### src/rtl/demux_dispatch_sched.sv
// demux_dispatch_sched: one-register scheduler that steers words to eight valid/ready channels
// The optional wait-counter timeout is enabled by defining DISPATCH_TIMEOUT_EN.
module demux_dispatch_sched #(
    parameter int WIDTH   = 8,
    parameter int TIMEOUT = 16
) (
    input  logic             clk,
    input  logic             rst_n,
    input  logic             in_valid_i,
    output logic             in_ready_o,
    input  logic [WIDTH-1:0] in_data_i,
    input  logic             in_dest_vld_i,
    input  logic [2:0]       in_dest_i,
    input  logic [7:0]       ch_en_i,
    output logic [7:0]       out_valid_o,
    input  logic [7:0]       out_ready_i,
    output logic [WIDTH-1:0] out_data_o,
    output logic [2:0]       sel_o,
    output logic             busy_o,
    output logic [7:0]       drop_cnt_o
);
    logic             busy_q, busy_d;
    logic             rr_word_q, rr_word_d;
    logic [2:0]       sel_q, sel_d;
    logic [2:0]       rr_q, rr_d;
    logic [WIDTH-1:0] data_q, data_d;
    logic [7:0]       drop_q, drop_d;
    logic [8:0]       drop_sum;
    logic [2:0]       rr_dest, dest;
    logic             out_fire, tmo_drop, done, free, avail, in_fire, load, discard;

    assign out_fire = busy_q & out_ready_i[sel_q];

`ifdef DISPATCH_TIMEOUT_EN
    logic [7:0] wait_q, wait_d;

    assign tmo_drop = busy_q & ~out_ready_i[sel_q] & (wait_q == 8'(TIMEOUT - 1));
    assign wait_d   = load ? 8'd0 : (busy_q & ~out_fire) ? wait_q + 8'd1 : wait_q;

    // Wait counter: age of the held word, restarted by every load
    always_ff @(posedge clk or negedge rst_n) begin
        if (!rst_n) wait_q <= '0;
        else        wait_q <= wait_d;
    end
`else
    // Without the wait counter a held word never expires
    assign tmo_drop = busy_q & (TIMEOUT == 0);
`endif

    assign done       = out_fire | tmo_drop;
    assign free       = ~busy_q | done;
    assign avail      = in_dest_vld_i | (|ch_en_i);
    assign in_ready_o = rst_n & free & avail;
    assign in_fire    = in_valid_i & in_ready_o;
    assign rr_d       = (done & rr_word_q) ? sel_q + 3'd1 : rr_q;

    // Round-robin search starts at the pointer as it stands after this cycle's completion
    always_comb begin
        rr_dest = rr_d;
        for (int k = 7; k >= 0; k--)
            if (ch_en_i[rr_d + 3'(k)]) rr_dest = rr_d + 3'(k);
    end

    assign dest      = in_dest_vld_i ? in_dest_i : rr_dest;
    assign load      = in_fire & ch_en_i[dest];
    assign discard   = in_fire & ~ch_en_i[dest];
    assign busy_d    = load | (busy_q & ~done);
    assign sel_d     = load ? dest : sel_q;
    assign data_d    = load ? in_data_i : data_q;
    assign rr_word_d = load ? ~in_dest_vld_i : rr_word_q;
    assign drop_sum  = {1'b0, drop_q} + 9'(discard) + 9'(tmo_drop);
    assign drop_d    = drop_sum > 9'd255 ? 8'd255 : drop_sum[7:0];

    // Output register, round-robin pointer and saturating drop counter
    always_ff @(posedge clk or negedge rst_n) begin
        if (!rst_n) begin
            busy_q    <= 1'b0;
            rr_word_q <= 1'b0;
            sel_q     <= '0;
            rr_q      <= '0;
            data_q    <= '0;
            drop_q    <= '0;
        end else begin
            busy_q    <= busy_d;
            rr_word_q <= rr_word_d;
            sel_q     <= sel_d;
            rr_q      <= rr_d;
            data_q    <= data_d;
            drop_q    <= drop_d;
        end
    end

    assign out_valid_o = busy_q ? 8'b1 << sel_q : 8'b0;
    assign out_data_o  = data_q;
    assign sel_o       = sel_q;
    assign busy_o      = busy_q;
    assign drop_cnt_o  = drop_q;
endmodule

### config.mk
export PLATFORM = sky130hd
export DESIGN_NAME = demux_dispatch_sched
export DESIGN_NICKNAME = d
export VERILOG_FILES = /design/src/rtl/demux_dispatch_sched.sv
export SDC_FILE = /design/constraint.sdc
export NUM_CORES = 1
export LEC_CHECK = 0
export CORE_ASPECT_RATIO = 0.6
export CORE_MARGIN = 1.5
export CORE_UTILIZATION = 40
export DETAILED_ROUTE_END_ITERATION = 12
export GPL_ROUTABILITY_DRIVEN = 0
export PLACE_DENSITY = 0.76
export SYNTH_ARGS = -nofsm -noshare
export SYNTH_HDL_FRONTEND = slang
export SYNTH_SLANG_ARGS = --single-unit
### constraint.sdc
create_clock -name clk -period 6.7 [get_ports clk]
set_input_delay 1.34 -clock clk [delete_from_list [all_inputs] [get_ports clk]]
set_output_delay 1.34 -clock clk [all_outputs]
set_load 0.01 [all_outputs]
==> results of run 1 <==
==> registers in the layout, indices dropped and copies added (netlist names) <==
signal	cells
rr_q	3
out_data_o	8
rr_word_q	1
busy_o	1
drop_cnt_o	8
sel_o	3
==> metrics by stage <==
step                setup WS (ns)  utilization  cell area [um^2]
detailed placement         -0.184        0.546              3340
global route               -0.113        0.562              3440
CTS                         0.113        0.558              3410
finish                      0.220        0.562              3440
floorplan                  0.0587            -              2540
global placement           0.0207        0.546              3340
==> timing repair <==
action	4_1_cts	5_1_grt
endpoints found under the setup margin	0	17
buffers inserted	0	2
gates resized for setup	0	3
==> critical path, cell delays in order <==
cell,delay (ns)
clkdlybuf4s50_1,0.46
mux2i_1,0.13
a22o_1,0.25
nor3_2,0.31
mux2i_4,0.30
inv_2,0.05
ha_1,0.23
or2_2,0.32
a2111oi_2,0.33
or2_2,0.24
a311oi_1,0.09
a2111oi_0,0.44
buf_4,0.19
a21boi_1,0.18
a211oi_2,0.06
buf_4,0.17
buf_4,0.15
mux2_2,0.31
a22oi_1,0.14
nor2_1,0.08
ha_1,0.20
and4_1,0.22
nand4_1,0.12
mux2_2,0.34
==> cells in the final DEF (no fill, tap or decap), types with 7 or more instances in the layout <==
cell	n
nor2_1	20
ha_1	9
and2_1	10
nand2_1	48
dfrtp_1	24
buf_4	25
xnor2_1	7
clkdlybuf4s50_1	59
mux2_2	12
mux2i_1	18
inv_1	14
a21oi_1	10
==> cell type report <==
class,instances,area (um^2),area share
Clock inverter,1,30.0,0.00874
Multi-Input combinational cell,248,1820,0.530
Timing Repair Buffer,84,778,0.227
Clock buffer,3,41.3,0.0120
Tap cell,84,105,0.0306
Sequential cell,24,601,0.175
Inverter,16,60.1,0.0175
==> routing by layer <==
layer,GRT usage,share of wire,vias to the layer above
met5,0,0,-
met1,0.329,0.45,1310
met2,0.367,0.44,143
met4,0.0186,0.0086,0
li1,-,-,1275
met3,0.0332,0.093,10
==> power groups by stage <==
stage	Combinational [mW]	Clock [mW]	Sequential, mW
detailed placement	1.50	0	0.294
floorplan	1.01	0	0.286
global placement	1.46	0	0.291
CTS	1.51	0.135	0.293
finish	1.57	0.133	0.294
global route	1.69	0.143	0.307
==> how the worst max path moves through the flow <==
| stage | startpoint | endpoint | slack, ns | depth (start not counted) |
|---|---|---|---|---|
| final | out_ready_i[3] | drop_cnt_o[7] | 0.22 | 24 |
| after global routing | out_ready_i[3] | drop_cnt_o[7] | -0.11 | 24 |
| after CTS | out_ready_i[7] | drop_cnt_o[7] | 0.11 | 22 |
| after detailed placement | out_ready_i[3] | drop_cnt_o[7] | -0.18 | 22 |
| after global placement | out_ready_i[7] | drop_cnt_o[3] | 0.02 | 23 |
| after floorplan | out_ready_i[7] | drop_cnt_o[7] | 0.06 | 24 |
==> cell families (layout without fill, tap and decap cells) <==
kind of cell | Yosys count | in the layout | synth area share
and+or+nand+nor | 109 | 109 | 0.205
adders and majority gates | 9 | 9 | 0.0444
AOI/OAI and AO/OA | 80 | 80 | 0.248
muxes | 39 | 39 | 0.177
xor gates and xnor gates | 11 | 11 | 0.0379
buffers and inverters | 29 | 104 | 0.0513
DFF | 24 | 24 | 0.237
==> out/results.env, run 1 <==
POST-DP-HPWL_UM=6060
P_LEAK_nW=1.46
RESULT_OF_THE_RUN='complete, no violations'
HOLD_PATH.STARTPOINT='out_data_o[4]'
LARGEST_BUFFER_COUNT_ON_ANY_CLOCK_PATH=2
FINALPOWER_mW=1.99
CLKLATENCYLATEPIN_NS=0.27
YOSYS.AREA.TOP_TYPE_SHARE=0.237
PORTBUFFERS=59
SYNTHESIS.INSTANCES=301
YOSYS-TOP-CELLS-AREA='dfrtp_1 (24%), mux2i_1 (7.1%), nand2_1 (7.1%)'
SYNTH_COMMON_CELLS='nand2_1 (48), dfrtp_1 (24), nor2_1 (20), mux2i_1 (18), inv_1 (14)'
TIGHTEST_SLEW_NS=0.673
SYNTH_LARGEST_AREA_CELL='dfrtp_1'
WHS_NS=0.495
FINAL_CELLS=460
NUMPLACEDINSTANCES=454
DETAILEDROUTE.FIRSTITERATIONVIOLATIONS=297
ASYNCSETRESETFLOPFRACSYNTH=1.00
AREA_GROWTH_SYN_TO_LAYOUT_PCT=35.3
COUNT_OF_DISTINCT_CELL_TYPES_IN_THE_SYNTHESIZED_NETLIST=60
DIE_WIDTH_UM=106
WORST_CLOCK_SKEW_NS=0.00258
FLOORPLAN.ROWS=22
CTS-ROOT-BUF='clkbuf_8'
FINAL.FILL_COUNT=592
YS_DOMINANT_REG_CELL='dfrtp_1'
H-TREE-DEPTH=1
CLOCK_SINKS=24
SETUP_TOTAL_NEGATIVE_SLACK_NS=0
FIN_CRIT_SH=0.967
FINAL_HOLD_VIOL_COUNT=0
FIRST_GLOBAL_VIAS=2467
GRT_FIRST_PASS_WIRELENGTH_UM=12300
LAYOUT.NETS=417
FP.DIEH_UM=64.7
YS_SEQ_ELEMENTS=24
INTERNAL-POWER_mW=1.01
POST_DRT_VIA_CELL_RATIO=5.95
DETAILROUTE.VIA_COUNT=2738
SEQ_AREA_FRAC_SYNTH=0.237
GRT_MAX_DEGREE=26
R2R_SLACK_NS=0.84
POWER.SHARE.SWITCHING=0.491
SETUP_VIOL=0
NUM_ANTENNA_CELLS=0
POST_DRT_WL_PER_CELL_UM=17.0
POST_ROUTE_CELLS_DRIVE_ABOVE_1_SHARE=0.149
FMAX_GHz=0.154
DRC=0
SYNTH.NET_COUNT=341
VDD.IR_DROP.WORST_mV=0.231
WORSTHOLDENDPOINT='out_data_o[4]'
SYNTHESIS.YOSYS.WARNINGS=0
CORE_REGION_AREA_MM2=0.00611
WORST_SETUP_PATH_END_KIND='flip-flop'
GLOBALROUTETOTALUTIL=0.226
CRITICAL_PATH_PEAK_FANOUT=6
REGTOREGENDPOINT='drop_cnt_o[7]'
HOLDBUFCOUNTCTS=0
TOP_LEVEL_PORTS=60
SYN-CELL-AREA_MM2=0.00254
TIMING.HOLD.WORST.CLASS='reg -> reg'
SYNTHESIS.AREA_PER_INSTANCE_UM2=8.43
HOLD_PATH_DEPTH=1
DIE_FOOTPRINT_MM2=0.00685
P_PER_AREA_mW_PER_MM2=580
CLOCK_INPUT_TRANSITION_AT_THE_SEQUENTIAL_CELLS_OF_THE_WORST_SETUP_AND_HOLD_PATHS_NS=0.10
ANT_NETS=0
P_COMB_FRAC=0.786
CRIT_TYPE='in -> reg'
TIMING.FINAL.CRIT_PERIOD_NS=6.48
WL_UM=7800
YOSYSMOSTFREQUENTCELL='nand2_1'
CTS-BUFFERS-INSERTED=3
GRT_OVERFLOW=0
SYNTH_ENABLE_FLOP_CELLS=0
WORST_EP_REQUIRED_TIME_NS=6.87
NUMBER_OF_SEARCH_AND_REPAIR_ITERATIONS_IN_THE_FIRST_DETAILED_ROUTING_PASS=5
FINAL_MAX_SLEW_VIOL_COUNT=0
TIMING.REG2REG.WORST_PATH_DEPTH=23
TRITONCTS_CLOCK_TREE='yes'
RELATIVE_CONTRIBUTION_OF_THE_CLOCK_NETWORK_TO_TOTAL_POWER=0.067
TIMING.CRITICAL_PATH.ARRIVAL_NS=6.65
NUMBER_OF_MAX_CAP_VIOLATIONS=0
INITIAL_ANTENNA_VIOLATION_COUNT=0
CRIT-REG2REG-LAUNCH='sel_o[0]'
INITIAL_CORE_UTIL=0.415
MAX_SLEW_MARGIN_VS_LIMIT=0.540
NET-SWITCHING-POWER_mW=0.978
START_KIND='input port'
SEQ_POWER_SHARE=0.148
Note: power is estimated with default switching activity, not from simulation.
==> inputs of run 2 (changes only) <==
--- a/config.mk
+++ b/config.mk
@@ -9,8 +9,9 @@
 export CORE_MARGIN = 1.5
 export CORE_UTILIZATION = 40
 export DETAILED_ROUTE_END_ITERATION = 12
-export GPL_ROUTABILITY_DRIVEN = 0
+export GPL_ROUTABILITY_DRIVEN = 1
 export PLACE_DENSITY = 0.76
 export SYNTH_ARGS = -nofsm -noshare
 export SYNTH_HDL_FRONTEND = slang
 export SYNTH_SLANG_ARGS = --single-unit
+export TNS_END_PERCENT = 5
==> out/results.env, run 2 (same netlist as run 1, synthesis figures left out) <==
DIE_FOOTPRINT_MM2=0.00685  # unchanged
LAYOUT.NETS=416  # -0.24%
MAX_SLEW_MARGIN_VS_LIMIT=0.543  # +0.00291
NUMPLACEDINSTANCES=455  # +0.22%
INITIAL_ANTENNA_VIOLATION_COUNT=0  # unchanged
CRIT-REG2REG-LAUNCH='sel_o[0]'
FMAX_GHz=0.156  # +1.4%
FIRST_GLOBAL_VIAS=2635  # +6.8%
GLOBALROUTETOTALUTIL=0.240  # +0.0144
NUMBER_OF_SEARCH_AND_REPAIR_ITERATIONS_IN_THE_FIRST_DETAILED_ROUTING_PASS=5  # unchanged
HOLD_PATH.STARTPOINT='out_data_o[5]'
GPL.FINAL_WEIGHTED_CONGESTION=0.996
NUMBER_OF_MAX_CAP_VIOLATIONS=0  # unchanged
FINAL_CELLS=459  # -0.22%
RESULT_OF_THE_RUN='complete, no violations'
DETAILROUTE.VIA_COUNT=2749  # +0.40%
INTERNAL-POWER_mW=1.01  # -0.52%
GRT_MAX_DEGREE=26  # unchanged
POST_ROUTE_CELLS_DRIVE_ABOVE_1_SHARE=0.147  # -0.00227
SETUP_VIOL=0  # unchanged
H-TREE-DEPTH=1  # unchanged
REGTOREGENDPOINT='drop_cnt_o[7]'
WORST_EP_REQUIRED_TIME_NS=6.87  # about the same
AREA_GROWTH_SYN_TO_LAYOUT_PCT=35.3  # unchanged
FLOORPLAN.ROWS=22  # unchanged
VDD.IR_DROP.WORST_mV=0.226  # -2.2%
CRITICAL_PATH_PEAK_FANOUT=10  # +4
CORE_REGION_AREA_MM2=0.00611  # unchanged
SEQ_POWER_SHARE=0.148  # about the same
POST_DRT_WL_PER_CELL_UM=17.4  # +2.6%
CTS-BUFFERS-INSERTED=3  # unchanged
P_PER_AREA_mW_PER_MM2=582  # +0.36%
CRIT_PATH_END='drop_cnt_o[7]'
TIGHTEST_SLEW_NS=0.667  # -0.00604 ns
POWER.SHARE.SWITCHING=0.495  # +0.00448
WL_UM=7990  # +2.4%
DETAILEDROUTE.FIRSTITERATIONVIOLATIONS=282  # -5.1%
PORTBUFFERS=59  # unchanged
TOP_LEVEL_PORTS=60  # unchanged
LAYOUT.CELLS.MOST_COMMON='clkdlybuf4s50_1'
ANT_NETS=0  # unchanged
DRC=0  # unchanged
FIN_CRIT_SH=0.954  # -0.0131
TIMING.REG2REG.WORST_PATH_DEPTH=22  # -4.3%
WORST_CLOCK_SKEW_NS=0.00536  # +0.00278 ns
NET-SWITCHING-POWER_mW=0.991  # +1.3%
LAYOUT.CELLS.MOST_COMMON_LIST='clkdlybuf4s50_1 (59), nand2_1 (48), dfrtp_1 (24), buf_4 (24), nor2_1 (20)'
RELATIVE_CONTRIBUTION_OF_THE_CLOCK_NETWORK_TO_TOTAL_POWER=0.067  # about the same
INITIAL_CORE_UTIL=0.415  # unchanged
DIE_WIDTH_UM=106  # unchanged
CRIT_TYPE='in -> reg'
POST-CTS-SETUP-BUFFER-COUNT=0  # unchanged
CTS-ROOT-BUF='clkbuf_8'
GRT_OVERFLOW=0  # unchanged
FP.DIEH_UM=64.7  # unchanged
GRT_FIRST_PASS_WIRELENGTH_UM=13100  # +6.0%
WORST_SETUP_PATH_END_KIND='flip-flop'
FINAL.FILL_COUNT=541  # -8.6%
POST_DRT_VIA_CELL_RATIO=5.99  # +0.62%
FINAL_HOLD_VIOL_COUNT=0  # unchanged
POST-DP-HPWL_UM=6110  # +0.84%
TIMING.CRITICAL_PATH.ARRIVAL_NS=6.56  # -0.09 ns
NUM_ANTENNA_CELLS=0  # unchanged
LARGEST_BUFFER_COUNT_ON_ANY_CLOCK_PATH=2  # unchanged
TRITONCTS_CLOCK_TREE='yes'
P_LEAK_nW=1.45  # -0.41%
P_COMB_FRAC=0.785  # about the same
TIMING.FINAL.CRIT_PERIOD_NS=6.39  # -0.0875 ns
HOLDBUFCOUNTCTS=0  # unchanged
SETUP_TOTAL_NEGATIVE_SLACK_NS=0  # unchanged
TIMING.HOLD.WORST.CLASS='reg -> reg'
CLKLATENCYLATEPIN_NS=0.28  # about the same
R2R_SLACK_NS=0.90  # +0.06 ns
CLOCK_INPUT_TRANSITION_AT_THE_SEQUENTIAL_CELLS_OF_THE_WORST_SETUP_AND_HOLD_PATHS_NS=0.09  # about the same
START_KIND='input port'
CLOCK_SINKS=24  # unchanged
FINAL_MAX_SLEW_VIOL_COUNT=0  # unchanged
CRIT_PATH_START='out_ready_i[3]'
-- run 2: cell types whose count changed in the layout (fill, tap and decap cells not counted) --
cell | previous run | this run
a2111oi_1 | 0 | 1
a2111oi_2 | 1 | 0
a311oi_1 | 1 | 0
a311oi_2 | 1 | 2
buf_4 | 25 | 24
nor3_2 | 1 | 0
nor3_4 | 1 | 2
-- run 2: what timing repair did --
| action | in CTS | in global routing |
|---|---|---|
| endpoints found under the hold margin | 0 | 0 |
| resized for setup | 0 | 4 |
| setup endpoints to repair | 0 | 14 |
-- run 2: through the flow --
step                hold slack, ns   util  worst slack, ns  instance area [um^2]  total power [mW]
finish                       0.496  0.562            0.307                  3440              2.00
global route                 0.518  0.562         -0.00532                  3440              2.13
CTS                          0.500  0.559            0.210                  3420              1.95
detailed placement           0.478  0.547          -0.0744                  3340              1.80
global placement             0.470  0.547           0.0799                  3340              1.76
floorplan                    0.505      -           0.0587                  2540              1.30
-- run 2: worst min-delay path by stage --
stage,endpoint,slack (ns),cells past startpoint
finish,out_data_o[5],0.50,1
global route,out_data_o[7],0.52,1
CTS,out_data_o[3],0.50,1
detailed placement,out_data_o[4],0.48,1
global placement,out_data_o[5],0.47,1
floorplan,rr_word_q,0.50,2
-- run 2: final cells by class --
type                    count  area, um^2  share of cell area
clock inverters             1        30.0             0.00874
inverters                  16        60.1              0.0175
flip-flops and latches     24         601               0.175
well taps                  84         105              0.0306
clock buffers               3        41.3              0.0120
multi-input cells         248        1830               0.532
repair buffers             83         771               0.224
-- run 2: critical path, cell delays in order --
cell and delay, ns:
clkdlybuf4s50_1 0.41, mux2i_1 0.27, a22o_1 0.24, nor3_4 0.07, buf_4 0.19, o21ai_1 0.17, inv_1 0.08, ha_1 0.26
or2_2 0.32, a2111oi_1 0.40, or2_2 0.24, a311oi_2 0.07, a221o_1 0.35, a221oi_1 0.46, nor3_4 0.11, mux2i_1 0.13
mux2_2 0.32, a22oi_1 0.15, nor2_1 0.09, ha_1 0.20, and4_1 0.22, nand4_1 0.11, mux2_2 0.34
-- run 2: power groups by stage --
stage / Combinational, mW / Clock (mW) / Sequential [mW]
2_1_floorplan: 1.01 / 0 / 0.286
3_3_place_gp: 1.47 / 0 / 0.293
3_5_place_dp: 1.51 / 0 / 0.296
4_1_cts: 1.52 / 0.136 / 0.294
5_1_grt: 1.68 / 0.144 / 0.309
6_report: 1.57 / 0.133 / 0.297
-- run 2: per-layer routing --
layer  GRT usage  wire (um)  vias to the layer above
li1            -          -                     1277
met1       0.335       3480                     1309
met2       0.379       3610                      156
met3      0.0563        866                        7
met4      0.0507         34                        0
met5           0          0                        -
